File: config.mk
export PLATFORM = sky130hd
export DESIGN_NAME = board_port_arbiter
export DESIGN_NICKNAME = d
export VERILOG_FILES = /design/src/rtl/board_pkg.sv /design/src/rtl/board_clear_seq.sv /design/src/rtl/board_port_arbiter.sv
export SDC_FILE = /design/constraint.sdc
export NUM_CORES = 1
export LEC_CHECK = 0
export ABC_AREA = 1
export CORE_MARGIN = 2
export CORE_UTILIZATION = 33
export DETAILED_ROUTE_END_ITERATION = 7
export GPL_ROUTABILITY_DRIVEN = 1
export PLACE_DENSITY = 0.68
export RECOVER_POWER = 50
export SYNTH_ARGS = -nofsm -noshare
export SYNTH_HDL_FRONTEND = slang
export SYNTH_SLANG_ARGS = --single-unit
File: constraint.sdc
create_clock -name clk -period 5 [get_ports clk]
set_input_delay 1 -clock clk [delete_from_list [all_inputs] [get_ports clk]]
set_output_delay 1 -clock clk [all_outputs]
set_load 0.01 [all_outputs]
File: src/rtl/board_pkg.sv
// Shared board geometry and cell encodings for the mclk-domain board logic.
package board_pkg;

    localparam int BOARD_W   = 32;
    localparam int BOARD_H   = 16;
    localparam int CELL_BITS = 4;
    localparam int X_BITS    = 5;
    localparam int Y_BITS    = 4;

    typedef enum logic [CELL_BITS-1:0] {
        CELL_EMPTY = 4'h0,
        CELL_SNAKE = 4'h1,
        CELL_FOOD  = 4'h2,
        CELL_WALL  = 4'h3
    } cell_t;

    typedef enum logic {
        ST_ARB,
        ST_CLEAR
    } arb_state_t;

endpackage

File: src/rtl/board_clear_seq.sv
// Board fill sequencer: walks every cell x-fastest and offers one write per cycle.
module board_clear_seq
    import board_pkg::*;
(
    input  logic                 clk,
    input  logic                 rst,
    input  logic                 start,
    input  logic [CELL_BITS-1:0] value,
    output logic                 issue,
    output logic [X_BITS-1:0]    x,
    output logic [Y_BITS-1:0]    y,
    output logic [CELL_BITS-1:0] data,
    output logic                 busy,
    output logic                 done
);

    localparam logic [X_BITS-1:0] X_LAST = X_BITS'(BOARD_W - 1);
    localparam logic [Y_BITS-1:0] Y_LAST = Y_BITS'(BOARD_H - 1);

    logic                 run;
    logic                 last;
    logic [X_BITS-1:0]    cx;
    logic [X_BITS-1:0]    nx;
    logic [Y_BITS-1:0]    cy;
    logic [Y_BITS-1:0]    ny;
    logic [CELL_BITS-1:0] fill;

    // The first write goes out in the start cycle so the RAM port
    // shows (0,0) in the very first CLEAR cycle.
    always_comb begin
        issue = start || run;
        x     = start ? '0 : cx;
        y     = start ? '0 : cy;
        data  = start ? value : fill;
        last  = issue && (x == X_LAST) && (y == Y_LAST);
        nx    = x + 1'b1;
        ny    = y;
        if (x == X_LAST) begin
            nx = '0;
            ny = (y == Y_LAST) ? '0 : y + 1'b1;
        end
    end

    always_ff @(posedge clk) begin
        if (!rst) begin
            run  <= 1'b0;
            cx   <= '0;
            cy   <= '0;
            fill <= '0;
            busy <= 1'b0;
            done <= 1'b0;
        end else begin
            busy <= issue;
            done <= last;
            if (start) begin
                fill <= value;
            end
            if (issue) begin
                cx  <= nx;
                cy  <= ny;
                run <= !last;
            end
        end
    end

endmodule

File: src/rtl/board_port_arbiter.sv
// Port-B owner of the board RAM: game/EPP round-robin plus the clear sequencer.
module board_port_arbiter
    import board_pkg::*;
(
    input  logic                 clk,
    input  logic                 rst,
    input  logic                 g_req,
    input  logic                 g_we,
    input  logic [X_BITS-1:0]    g_x,
    input  logic [Y_BITS-1:0]    g_y,
    input  logic [CELL_BITS-1:0] g_din,
    output logic                 g_gnt,
    output logic                 g_rvalid,
    output logic [CELL_BITS-1:0] g_rdata,
    input  logic                 e_req,
    input  logic [X_BITS-1:0]    e_x,
    input  logic [Y_BITS-1:0]    e_y,
    input  logic [CELL_BITS-1:0] e_din,
    output logic                 e_gnt,
    input  logic                 clr_start,
    input  logic [CELL_BITS-1:0] clr_value,
    output logic                 clr_busy,
    output logic                 clr_done,
    output logic [X_BITS-1:0]    ram_x,
    output logic [Y_BITS-1:0]    ram_y,
    output logic [CELL_BITS-1:0] ram_in,
    output logic                 ram_rd,
    output logic                 ram_wr,
    input  logic [CELL_BITS-1:0] ram_out
);

    arb_state_t           state;
    logic                 game_first;
    logic                 rd_pend;
    logic                 arb_open;
    logic                 seq_start;
    logic                 seq_issue;
    logic [X_BITS-1:0]    seq_x;
    logic [Y_BITS-1:0]    seq_y;
    logic [CELL_BITS-1:0] seq_data;

    always_comb begin
        arb_open  = rst && (state == ST_ARB) && !clr_start;
        g_gnt     = arb_open && g_req && (!e_req || game_first);
        e_gnt     = arb_open && e_req && (!g_req || !game_first);
        seq_start = rst && (state == ST_ARB) && clr_start;
    end

    assign g_rdata = g_rvalid ? ram_out : '0;

    board_clear_seq u_clr (
        .clk   (clk),
        .rst   (rst),
        .start (seq_start),
        .value (clr_value),
        .issue (seq_issue),
        .x     (seq_x),
        .y     (seq_y),
        .data  (seq_data),
        .busy  (clr_busy),
        .done  (clr_done)
    );

    always_ff @(posedge clk) begin
        if (!rst) begin
            state      <= ST_ARB;
            game_first <= 1'b1;
            rd_pend    <= 1'b0;
            g_rvalid   <= 1'b0;
            ram_x      <= '0;
            ram_y      <= '0;
            ram_in     <= '0;
            ram_rd     <= 1'b0;
            ram_wr     <= 1'b0;
        end else begin
            g_rvalid <= rd_pend;
            rd_pend  <= g_gnt && !g_we;
            ram_rd   <= 1'b0;
            ram_wr   <= 1'b0;
            unique case (1'b1)
                seq_issue: begin
                    ram_x  <= seq_x;
                    ram_y  <= seq_y;
                    ram_in <= seq_data;
                    ram_wr <= 1'b1;
                end
                g_gnt: begin
                    ram_x      <= g_x;
                    ram_y      <= g_y;
                    ram_in     <= g_din;
                    ram_rd     <= !g_we;
                    ram_wr     <= g_we;
                    game_first <= 1'b0;
                end
                e_gnt: begin
                    ram_x      <= e_x;
                    ram_y      <= e_y;
                    ram_in     <= e_din;
                    ram_wr     <= 1'b1;
                    game_first <= 1'b1;
                end
                default: ;
            endcase
            unique case (state)
                ST_ARB:   if (seq_start) state <= ST_CLEAR;
                ST_CLEAR: if (clr_done) state <= ST_ARB;
                default:  state <= ST_ARB;
            endcase
        end
    end

endmodule

; Word level (Yosys, flattened, before mapping)
; Index checks and enable logic that the tools add are counted.
[totals]
register_bits = 35
latchBits = 0
ram_bits = 0
romBits = 0
out_inout_bits = 24
word_cells = 58
n_memories = 0
[op_classes]
add_sub_neg = 2
multipliers = 0
div = 0
n_lt_le_gt_ge = 0
n_eq_ne = 2
shift = 0
muxes = 15
bitwise = 1
reduce_logical = 23
[op_table]
columns = cell, n
row1 = $pmux 4 s3, 2
row2 = $mux 4, 5
row3 = $pmux 5 s3, 1
row4 = $logic_and 1x1->1, 10
row5 = $mux 5, 2
row6 = $logic_not 1->1, 6
row7 = $pmux 1 s2, 3
row8 = $add 5x1->5 const B, 1
row9 = $eq 5x5->1 const B, 1
row10 = $add 4x1->4 const B, 1
row11 = $eq 4x4->1 const B, 1
row12 = $logic_or 1x1->1, 3
row13 = $reduce_bool 3->1, 1
row14 = $mux 1, 2
row15 = $reduce_and 2->1, 1
row16 = $reduce_bool 2->1, 1
row17 = $reduce_or 2->1, 1
row18 = $not 1->1, 1

; Longest topological paths before layout
[depth]
word_depth = 8
mapped_depth = 15
mapped_depth_nobuf = 15

; By module
; Synthesis repeated with hierarchy kept, for this count alone.
[hier_totals]
hier_cells = 297
area_unflattened_um2 = 1984.4
[modules_own_cells]
columns = module, n_inst, cells_each, area_per_inst_um2, seq_area_each_um2
row1 = board_port_arbiter, 1, 194, 1197.4, 380.4
row2 = board_clear_seq, 1, 103, 787.0, 320.3

; Least setup slack after synthesis
; OpenSTA, ideal clock, no wires.
[synth_path]
path_kind = input-to-output
from = input port rst
to = output port e_gnt
t_arrival_ps = 1741
setup_slack_ps = 2259
stages = 6
path_buffers = 2
cell_sequence = buf_4 -> nand2_4 -> nor2_8 -> nand2_4 -> buf_2 -> inv_1
[synth_via]
elab_chain_cells = 4
[synth_rtl]
columns = item, line_no
row1 = start: declaration, board_port_arbiter.sv:6  ; input logic rst,
row2 = $logic_and 1x1->1 (2 in a row), board_port_arbiter.sv:43  ; arb_open = rst && (state == ST_ARB) && !clr_start;
row3 = $logic_and 1x1->1 (2 in a row), board_port_arbiter.sv:45  ; e_gnt = arb_open && e_req && (!g_req || !game_first);
row4 = end: declaration, board_port_arbiter.sv:19  ; output logic e_gnt,
; No other way between the ends.

; Worst setup path in the final report
[layout_path]
from = input port e_req
to = output port e_gnt
[layout_via]
elab_chain_cells = 2
[layout_rtl]
columns = item, line_no
row1 = start: declaration, board_port_arbiter.sv:15  ; input logic e_req,
row2 = $logic_and 1x1->1 (2 in a row), board_port_arbiter.sv:45
; No other way between the ends.

==> flow_metrics.env <==
export IMPL_netlist_area_um2=1960
export IMPL_worst_setup_path_start_kind="primary input"
export IMPL_layout_drive_gt1_share=0.0490
export IMPL_drcViolationCount=0
export IMPL_swShare=0.289
export IMPL_grt_max_degree=29
export IMPL_layout_common_cells="nand2_1 (69), nand3_1 (46), clkdlybuf4s50_1 (43)"
export IMPL_drtIter0Drc=103
export IMPL_place_port_buffers=63
export IMPL_synth_compound_area_frac=0.104
export IMPL_drv_cap=0
export IMPL_p_switching_uw=190
export IMPL_path_delay_family="buffers and inverters"
export IMPL_cts_resized_gates=0
export IMPL_clock_latency_ns=0.28
export IMPL_fin_tns_setup_ns=0
export IMPL_place_gp_congestion=0.830
export IMPL_arrival_ns=2.99
export IMPL_n_fill_cell=633
export IMPL_status="complete, no violations"
export IMPL_leakagePower_uw=0.00132
export IMPL_fin_crit_ns=3.99
export IMPL_via_count=2005
export IMPL_ant_nets=0
export IMPL_synth_xor_area_frac=0
export IMPL_htreeDepth=2
export IMPL_grt_pass1_wl_mm=8.42
export IMPL_overflow=0
export IMPL_avgRoutedWirePerCell_um=12.1
export IMPL_holdCritPathClass="reg2reg"
export IMPL_hpwl_mm=3.72
export IMPL_layout_commonest_cell="nand2_1"
export IMPL_syn_nets=335
export IMPL_die_x_um=81.0
export IMPL_dieHeight_um=81.0
export IMPL_finClkSkew_ns=0.00500
export IMPL_crit_chain="clkdlybuf4s50_1, inv_1, a21oi_2, nand2_4, inv_1, clkdlybuf4s50_1"
export IMPL_worst_setup_path_type="in2out"
export IMPL_clock_path_buffers=2
export IMPL_p_clk_frac=0.287
export IMPL_antenna_found_initial=0
export IMPL_synthAdderAreaFrac=0.0256
export IMPL_clockRootBuffer="clkbuf_8"
export IMPL_fmax_mhz=251
export IMPL_critical_path_buf_inv_count=4
export IMPL_rsz0062_at_grt="false"
export IMPL_nNetsFinal=392
export IMPL_dpl_instance_area_um2=2590
export IMPL_worst_pin_slew_ns=1.17
export IMPL_via_per_inst=4.75
export IMPL_p_int_uw=466
export IMPL_synth_top_family_by_area="simple AND/OR/NAND/NOR gates"
export IMPL_synth_cell_types=25
export IMPL_track_usage=0.166
export IMPL_synthToLayoutAreaGrowth_pct=35.8
export IMPL_maxSlewHeadroom=0.222
export IMPL_synthMuxAreaShare=0
export IMPL_p_per_area_nw_per_um2=247
export IMPL_synthCells=291
export IMPL_design_area_um2=2660
export IMPL_die_area_um2=6560
export IMPL_holdWs_ns=0.415
export IMPL_required_ns=4.00
export IMPL_drtPass1Iterations=6
export IMPL_coreArea_um2=5820
export IMPL_ys_warn_count=0
export IMPL_start_util=0.336
export IMPL_crit_path_max_fanout=17
export IMPL_cts_tree="yes"
export IMPL_drv_slew=0
export IMPL_finalSetupViolations=0
export IMPL_cts_sinks=35
export IMPL_synth_area_per_cell_um2=6.72
export IMPL_irDropWorstVdd_uv=141
export IMPL_rows=28
export IMPL_cts_setup_buffers=0
export IMPL_critical_path_max_stage_delay_ns=0.53
export IMPL_timing_hold_violations_final=0
export IMPL_worst_setup_path_end_kind="primary output"
export IMPL_synth_simple_area_share=0.390
export IMPL_cts_buffers=5
export IMPL_cts_hold_fix_buffers=0
export IMPL_synth_seq_cells=35
export IMPL_io_pins=64
export IMPL_seq_area_frac_synth=0.358
export IMPL_crit_slowest_cell="clkdlybuf4s50_1"
export IMPL_wl_mm=5.09
export IMPL_antenna_cells=0
export IMPL_power_frac_seq=0.470
export IMPL_cts_clk_slew_worst_paths_ns=0.06
export IMPL_combPwrFrac=0.243
export IMPL_finalCritPeriodShare=0.798
export IMPL_grt_pass1_vias=1808
-- tightest hold or removal path, delay by kind of cell (launching register included) --
kind                   cells  cell delay [ns]
flip-flops                 1             0.31
AND/OR/NAND/NOR            1             0.05
buffers and inverters      1             0.04
-- synth_stat cells, drive strengths merged --
cell / number / area share
buf: 11 / 0.041
nor2: 37 / 0.079
dfxtp: 35 / 0.36
o21ai: 17 / 0.044
a21boi: 1 / 0.0096
nand3b: 1 / 0.0038
ha: 4 / 0.026
o211ai: 1 / 0.0038
nor3: 2 / 0.0051
nand2: 72 / 0.15
a21oi: 13 / 0.035
nand4: 4 / 0.013
inv: 39 / 0.075
nand3: 48 / 0.14
clkbuf: 3 / 0.0064
o31ai: 3 / 0.012
-- registers in the layout (all words and copies together), names as in the netlist, 4 cells and up --
register    flops
ram_x           5
u_clr.cx        5
ram_in          4
ram_y           4
u_clr.cy        4
u_clr.fill      4
-- power groups by stage --
stage                     combinational, µW  sequential [µW]  clock [µW]
after CTS                               166              309         192
final                                   159              309         188
after detailed placement                165              315           0
after global routing                    177              311         207
after floorplan                        88.0              321           0
after global placement                  165              315           0
-- worst paths after layout --
| kind | start | end | slack [ns] | depth (start not counted) |
|---|---|---|---|---|
| worst min register to register | rd_pend | g_rvalid | 0.42 | 2 |
| worst max register to register | state | u_clr.cy[0] | 2.80 | 12 |
| worst max-delay path | e_req | e_gnt | 1.01 | 6 |
| worst min-delay path | rd_pend | g_rvalid | 0.42 | 2 |
-- cell families (layout without fill, tap and decap cells) --
kind of cell	after synthesis	after routing
AO/OA/AOI/OAI	35	35
adder cells (fa/ha/maj)	4	4
buffers and inverters	53	109
flip-flops	35	35
AND/OR/NAND/NOR	164	164
-- per-layer routing --
layer	vias up	routed length [µm]	global-route usage
met3	4	491	0.0533
met5	-	0	0
met2	82	2180	0.260
met1	872	2380	0.219
li1	1047	-	-
met4	0	45	0.0475
-- metrics by stage --
| stage | worst slack [ns] | cells | util | power (µW) |
|---|---|---|---|---|
| 6_report | 1.01 | 422 | 0.457 | 656 |
| 4_1_cts | 1.00 | 422 | 0.459 | 668 |
| 5_1_grt | 0.803 | 422 | 0.457 | 695 |
| 3_3_place_gp | 1.05 | 416 | 0.446 | 480 |
| 2_1_floorplan | 2.26 | 291 | - | 409 |
| 3_5_place_dp | 1.01 | 416 | 0.446 | 481 |
-- layout make-up --
cell class | instances | area (µm²) | area share
Tap cell | 75 | 93.8 | 0.0353
Inverter | 39 | 146 | 0.0551
Timing Repair Buffer | 64 | 634 | 0.239
Sequential cell | 35 | 701 | 0.264
Clock buffer | 6 | 72.6 | 0.0273
Multi-Input combinational cell | 203 | 1010 | 0.380
No activity file was read; power rests on OpenSTA's default activity.
